[config.mk]
export PLATFORM = sky130hd
export DESIGN_NAME = frame_bank_ctrl
export DESIGN_NICKNAME = d
export VERILOG_FILES = /design/src/rtl/frame_bank_ctrl.sv
export SDC_FILE = /design/constraint.sdc
export NUM_CORES = 1
export LEC_CHECK = 0
export CORE_MARGIN = 3
export CORE_UTILIZATION = 35
export CTS_BUF_LIST = sky130_fd_sc_hd__clkbuf_4 sky130_fd_sc_hd__clkbuf_8
export CTS_CLUSTER_DIAMETER = 150
export DETAILED_ROUTE_END_ITERATION = 10
export HOLD_SLACK_MARGIN = 0.12
export PLACE_DENSITY = 0.59
export SLEW_MARGIN = 5
export SYNTH_ARGS = -nofsm -noshare
export SYNTH_HDL_FRONTEND = slang
export SYNTH_SLANG_ARGS = --single-unit
[constraint.sdc]
create_clock -name clk_ref -period 2 [get_ports clk_ref]
set_clock_uncertainty 0.1 [all_clocks]
set_input_delay 0.6 -clock clk_ref [delete_from_list [all_inputs] [get_ports clk_ref]]
set_output_delay 0.6 -clock clk_ref [all_outputs]
set_load 0.01 [all_outputs]
[src/rtl/frame_bank_ctrl.sv]
// frame_bank_ctrl: SDRAM frame-buffer bank manager between a camera writer and a display reader.
// Ports:
//   clk_ref          - SDRAM controller clock (single clock domain)
//   rst              - asynchronous active-high reset
//   sdram_init_done  - level, SDRAM initialisation complete
//   frame_valid      - level, high for the duration of each camera frame
//   frame_write_done - pulse, a full frame has been written to SDRAM
//   frame_read_done  - pulse, a full frame has been read from SDRAM
//   wr_bank/rd_bank  - SDRAM write/read bank (0..2, never 3)
//   wr_load/rd_load  - write/read address reset pulses, LOAD_CYCLES wide
//   wr_en            - sys_we gate, high only while an accepted frame is written
//   drop_cnt         - dropped-frame count, saturating at 255
// Build option: define TRIPLE_BUF_EN for three-bank triple buffering;
// leave it undefined for two-bank ping-pong with a hold state.
module frame_bank_ctrl #(
    parameter int LOAD_CYCLES = 4
) (
    input  logic       clk_ref,
    input  logic       rst,
    input  logic       sdram_init_done,
    input  logic       frame_valid,
    input  logic       frame_write_done,
    input  logic       frame_read_done,
    output logic [1:0] wr_bank,
    output logic [1:0] rd_bank,
    output logic       wr_load,
    output logic       rd_load,
    output logic       wr_en,
    output logic [7:0] drop_cnt
);
    typedef enum logic [2:0] {W_IDLE, W_ARM, W_WAIT, W_ACTIVE, W_HOLD} wstate_t;
    localparam logic [3:0] LOAD_LAST = 4'(LOAD_CYCLES - 1);
    localparam logic [3:0] LOAD_LEN = 4'(LOAD_CYCLES);
`ifdef TRIPLE_BUF_EN
    localparam wstate_t AFTER_COMMIT = W_ARM;
`else
    localparam wstate_t AFTER_COMMIT = W_HOLD;
`endif
    wstate_t state;
    wstate_t state_nxt;
    logic fv_q;
    logic [3:0] wr_cnt;
    logic [3:0] rd_cnt;
    logic [1:0] latest;
    logic [1:0] rd_nxt;
    logic [1:0] wr_nxt;
    logic pending;
    logic rise;
    logic fall;
    logic commit;
    logic drop;
    assign rise = frame_valid & ~fv_q;
    assign fall = ~frame_valid & fv_q;
    assign commit = (state == W_ACTIVE) & frame_write_done;
    assign drop = (rise & ((state == W_ARM) | (state == W_HOLD)))
                | ((state == W_ACTIVE) & ~frame_write_done & fall);
    // Read update always sees the pre-commit latest/pending.
    assign rd_nxt = (frame_read_done & pending) ? latest : rd_bank;
`ifdef TRIPLE_BUF_EN
    // Banks are 0..2 and new rd_bank != new latest, so 3 - a - b is the remaining one.
    assign wr_nxt = commit ? 2'd3 - rd_nxt - wr_bank : wr_bank;
`else
    // Ping-pong: writer takes over the bank the reader just released.
    assign wr_nxt = ((state == W_HOLD) & frame_read_done) ? rd_bank : wr_bank;
`endif
    always_ff @(posedge clk_ref or posedge rst) begin
        if (rst)
            state <= W_IDLE;
        else
            state <= state_nxt;
    end
    always_comb begin
        state_nxt = state;
        case (state)
            W_IDLE:   if (sdram_init_done) state_nxt = W_ARM;
            W_ARM:    if (wr_cnt == LOAD_LAST) state_nxt = W_WAIT;
            W_WAIT:   if (rise) state_nxt = W_ACTIVE;
            W_ACTIVE: state_nxt = frame_write_done ? AFTER_COMMIT : (fall ? W_ARM : W_ACTIVE);
            W_HOLD:   if (frame_read_done) state_nxt = W_ARM;
            default:  state_nxt = W_IDLE;
        endcase
    end
    always_comb begin
        wr_load = state == W_ARM;
        wr_en = state == W_ACTIVE;
    end
    assign rd_load = rd_cnt != 4'd0;
    always_ff @(posedge clk_ref or posedge rst) begin
        if (rst) begin
            // Registered frame_valid resets high so a frame in flight at release is not a new edge.
            fv_q <= 1'b1;
            wr_cnt <= 4'd0;
            rd_cnt <= 4'd0;
            wr_bank <= 2'd0;
            rd_bank <= 2'd1;
            latest <= 2'd0;
            pending <= 1'b0;
            drop_cnt <= 8'd0;
        end else begin
            fv_q <= frame_valid;
            wr_cnt <= (state == W_ARM) ? wr_cnt + 4'd1 : 4'd0;
            rd_cnt <= frame_read_done ? LOAD_LEN : ((rd_cnt != 4'd0) ? rd_cnt - 4'd1 : 4'd0);
            rd_bank <= rd_nxt;
            wr_bank <= wr_nxt;
            latest <= commit ? wr_bank : latest;
            pending <= commit | (pending & ~frame_read_done);
            if (drop && drop_cnt != 8'hFF)
                drop_cnt <= drop_cnt + 8'd1;
        end
    end
endmodule

==> run summary, run 1 <==
Clock network fraction of design power: 0.130
Design internal power: 1.202 mW
Diodes inserted: 0
Number of violations of the max-capacitance limit: 0
Overall track demand over capacity in global routing: 0.1263
Hold Crit Class: input pin to flop
Post-route fraction of the period consumed by the critical path: 1.010
Routability cong.: 0.7694
Required @ worst endpoint: 1.30 ns
Count of cell types in the netlist: 33
Cell chosen for the clock root: clkbuf_4
GR Overflow Total: 0
Worst-case vdd ir drop: 0.6185 mV
NumNets Final: 173
Post-route cell area: 1738 um2
I/O Pins: 21
Pre-Repair DR Iteration Count: 4
Layout-stage area growth over the synthesis result: 38.07%
Maximum net fanout on the critical path: 2
Pin count of the biggest net entering global routing: 28
Smallest setup slack after layout: -0.01940 ns
Fraction of layout cells with a size suffix above 1: 0.3129
Setup slack after placement: -0.3448 ns
TritonCTS clock tree: done
Clock latency of the later-clocked register in the worst-skew pair: 0.33 ns
Starting Density: 0.3714
Relative slew slack: 0.7793
Maximum achievable frequency: 0.4952 GHz
Max Slew Vio Count: 0
Fraction of power spent switching nets: 0.3459
Clock input transition at the sequential cells of the worst setup and hold paths: 0.15 ns
Number of levels in the clock H-tree: 1
Net count of the mapped netlist: 125
Portion of total power attributed to combinational logic: 0.458
LEAKAGE: 0.8494 nW
Via count of the first global-routing pass: 1014
Minimum period implied by the final worst setup slack: 2.019 ns
Failing checks: negative setup slack
First DRT Iteration DRCs: 40
Vias/cell: 4.699
Warning count from the yosys run: 0
Transition time at the pin with the least slew margin: 0.3269 ns
Inserted Clock Buffers: 3
Final hold viol count: 0
Post-Place Cell Area: 1592 um2
CTS Buffer Depth: 2
Clock tree sinks: 27
RSZ-0062 raised after global routing: true
Number of buffers added to fix hold violations after cts: 0
Sequential cell fraction of total power: 0.412
Vias post-DR: 982
Post-synthesis sequential element count: 27
Power after layout: 1.837 mW
Post-synthesis cell count: 116
Die area: 4352 um2
Proportion of synthesized chip area in sequential cells: 0.5388
Setup_tns: -0.01940 ns
Mapped Area: 1259 um2
Die Wd: 65.97 um
Chip Height: 65.97 um
Number of nets with antenna violations after detailed routing: 0
Pwr per Cell Area: 1057 nW/um2
DPL Wire Length: 1768 um
Arrival time of the worst setup path: 1.32 ns
Mean Syn Cell Area: 10.85 um2
First-pass GRT wire length: 4278 um
Final count of negative-setup-slack endpoints: 1
Routed WL: 2388 um
Startpoint type of the worst setup path: flop
Switching power: 635.6 uW
DRC violations left: 0
Core region area: 3390 um2
CP Capture Type: output pin
Total of buffers placed on input and output ports: 20
Row cnt: 21
Critical setup path kind: flop to output pin
Routed length per placed instance: 11.43 um
Status: finished, violations left
Number of antenna violations at the first check in global routing: 0
[area by class of cell]
| cell class | instances | area [um2] |
|---|---|---|
| fill | 308 | 1652 |
| sequential | 27 | 679.4 |
| multi-input combinational | 79 | 554.3 |
| timing repair buffer | 45 | 386.6 |
| tap | 46 | 57.56 |
| inverter | 8 | 30.03 |
| clock buffer | 3 | 22.52 |
| clock inverter | 1 | 7.507 |
[worst max-delay path, stage by stage, from the launching register on]
cell	delay, ns
dfrtp_1	0.41
inv_1	0.06
ha_2	0.18
inv_2	0.05
nor3_4	0.12
inv_1	0.05
buf_2	0.13
[power by group through the flow]
stage	combinational, mW	clock (mW)	sequential (mW)
3_5_place_dp	0.742	0	0.787
6_report	0.841	0.239	0.758
3_3_place_gp	0.722	0	0.783
4_1_cts	0.817	0.259	0.757
5_1_grt	0.935	0.275	0.780
2_1_floorplan	0.383	0	0.797
[layer usage]
| metal | vias up | share of wire | wire length, um | GRT usage |
|---|---|---|---|---|
| met5 | - | 0 | 0 | 0 |
| met4 | 0 | 0.0059 | 14 | 0.03299 |
| met3 | 2 | 0.047 | 112 | 0.04422 |
| met2 | 20 | 0.51 | 1218 | 0.2303 |
| met1 | 464 | 0.44 | 1042 | 0.1380 |
| li1 | 496 | - | - | - |
[logic make-up (layout without fill, tap and decap cells)]
| family | after synthesis | count (layout) | share of synthesized area |
|---|---|---|---|
| compound gates | 18 | 18 | 0.08251 |
| simple gates | 44 | 44 | 0.1958 |
| buf+inv | 10 | 57 | 0.03578 |
| xor+xnor | 4 | 4 | 0.02784 |
| mux | 10 | 10 | 0.08946 |
| fa+ha+maj | 3 | 3 | 0.02982 |
| flops | 27 | 27 | 0.5388 |
[synthesized netlist by cell type (all sizes together)]
master,number,share of area
nor4bb,1,0.0080
nor2b,3,0.015
or3,1,0.0050
o311ai,1,0.0070
buf,1,0.0089
nor2,6,0.018
nor3b,3,0.022
xnor2,2,0.014
and2,3,0.015
a31oi,1,0.0050
o21ai,7,0.028
nand2b,3,0.015
inv,8,0.024
mux2,10,0.089
dfstp,2,0.042
o21a,2,0.012
clkbuf,1,0.0030
and3,3,0.015
or2b,1,0.0060
a21oi,6,0.024
nand3b,1,0.0060
o2111ai,1,0.0070
nand4,3,0.015
nand2,9,0.029
dfrtp,25,0.50
ha,3,0.030
xor2,2,0.014
nand3,2,0.0080
nor3,5,0.020
[cell usage in the layout, fill, tap and decap left out, types with 2 or more instances in the layout]
cell type / n
buf_4: 25
dfrtp_1: 24
clkdlybuf4s50_1: 11
mux2_2: 9
nand2_1: 8
inv_1: 7
o21ai_0: 6
nor2_1: 6
a21oi_1: 6
nor3_1: 4
dlymetal6s2s_1: 4
nand2b_1: 3
and3_1: 3
nand4_1: 3
clkbuf_4: 3
nor3b_1: 2
nor2b_1: 2
xnor2_1: 2
and2_1: 2
nand3_1: 2
xor2_1: 2
o21a_1: 2
ha_1: 2
dfstp_2: 2
dlygate4sd2_1: 2
buf_2: 2
[flip-flops by register name (all words and copies together) (netlist names)]
name      cells
drop_cnt      8
rd_cnt        4
wr_cnt        4
state         3
latest        2
rd_bank       2
wr_bank       2
fv_q          1
pending       1
[final timing paths]
kind,startpoint,to,slack [ns],cells past startpoint
worst max-delay path,rd_cnt[1],rd_load,-0.02,6
worst min-delay path,frame_valid,fv_q,0.35,1
worst max register to register,fv_q,drop_cnt[1],0.17,5
worst min register to register,wr_cnt[0],wr_cnt[0],0.37,1
max in group asynchronous,rst,fv_q,0.99,3
min in group asynchronous,rst,drop_cnt[3],0.50,3
[per-stage QoR]
stage / instances / util / hold slack [ns]
after global routing: 209 / 0.5127 / 0.3362
after CTS: 204 / 0.4950 / 0.3745
after detailed placement: 192 / 0.4695 / 0.3559
after floorplan: 116 / - / 0.3223
final: 209 / 0.5127 / 0.3496
after global placement: 192 / 0.4695 / 0.3413
[repair_timing]
item,4_1_cts,5_1_grt
resized for setup,20,6
setup endpoints to repair,11,12
buffers inserted,8,5
pin swaps,3,2
Power figures use the tool's default switching activity.
==> run 2, diff against run 1 <==
--- a/config.mk
+++ b/config.mk
@@ -9,6 +9,7 @@
 export CORE_UTILIZATION = 35
 export CTS_BUF_LIST = sky130_fd_sc_hd__clkbuf_4 sky130_fd_sc_hd__clkbuf_8
 export CTS_CLUSTER_DIAMETER = 150
+export CTS_CLUSTER_SIZE = 10
 export DETAILED_ROUTE_END_ITERATION = 10
 export HOLD_SLACK_MARGIN = 0.12
 export PLACE_DENSITY = 0.59
==> results of run 2 <==
The final DEF is identical to that of run 1; final timing and power are the same.
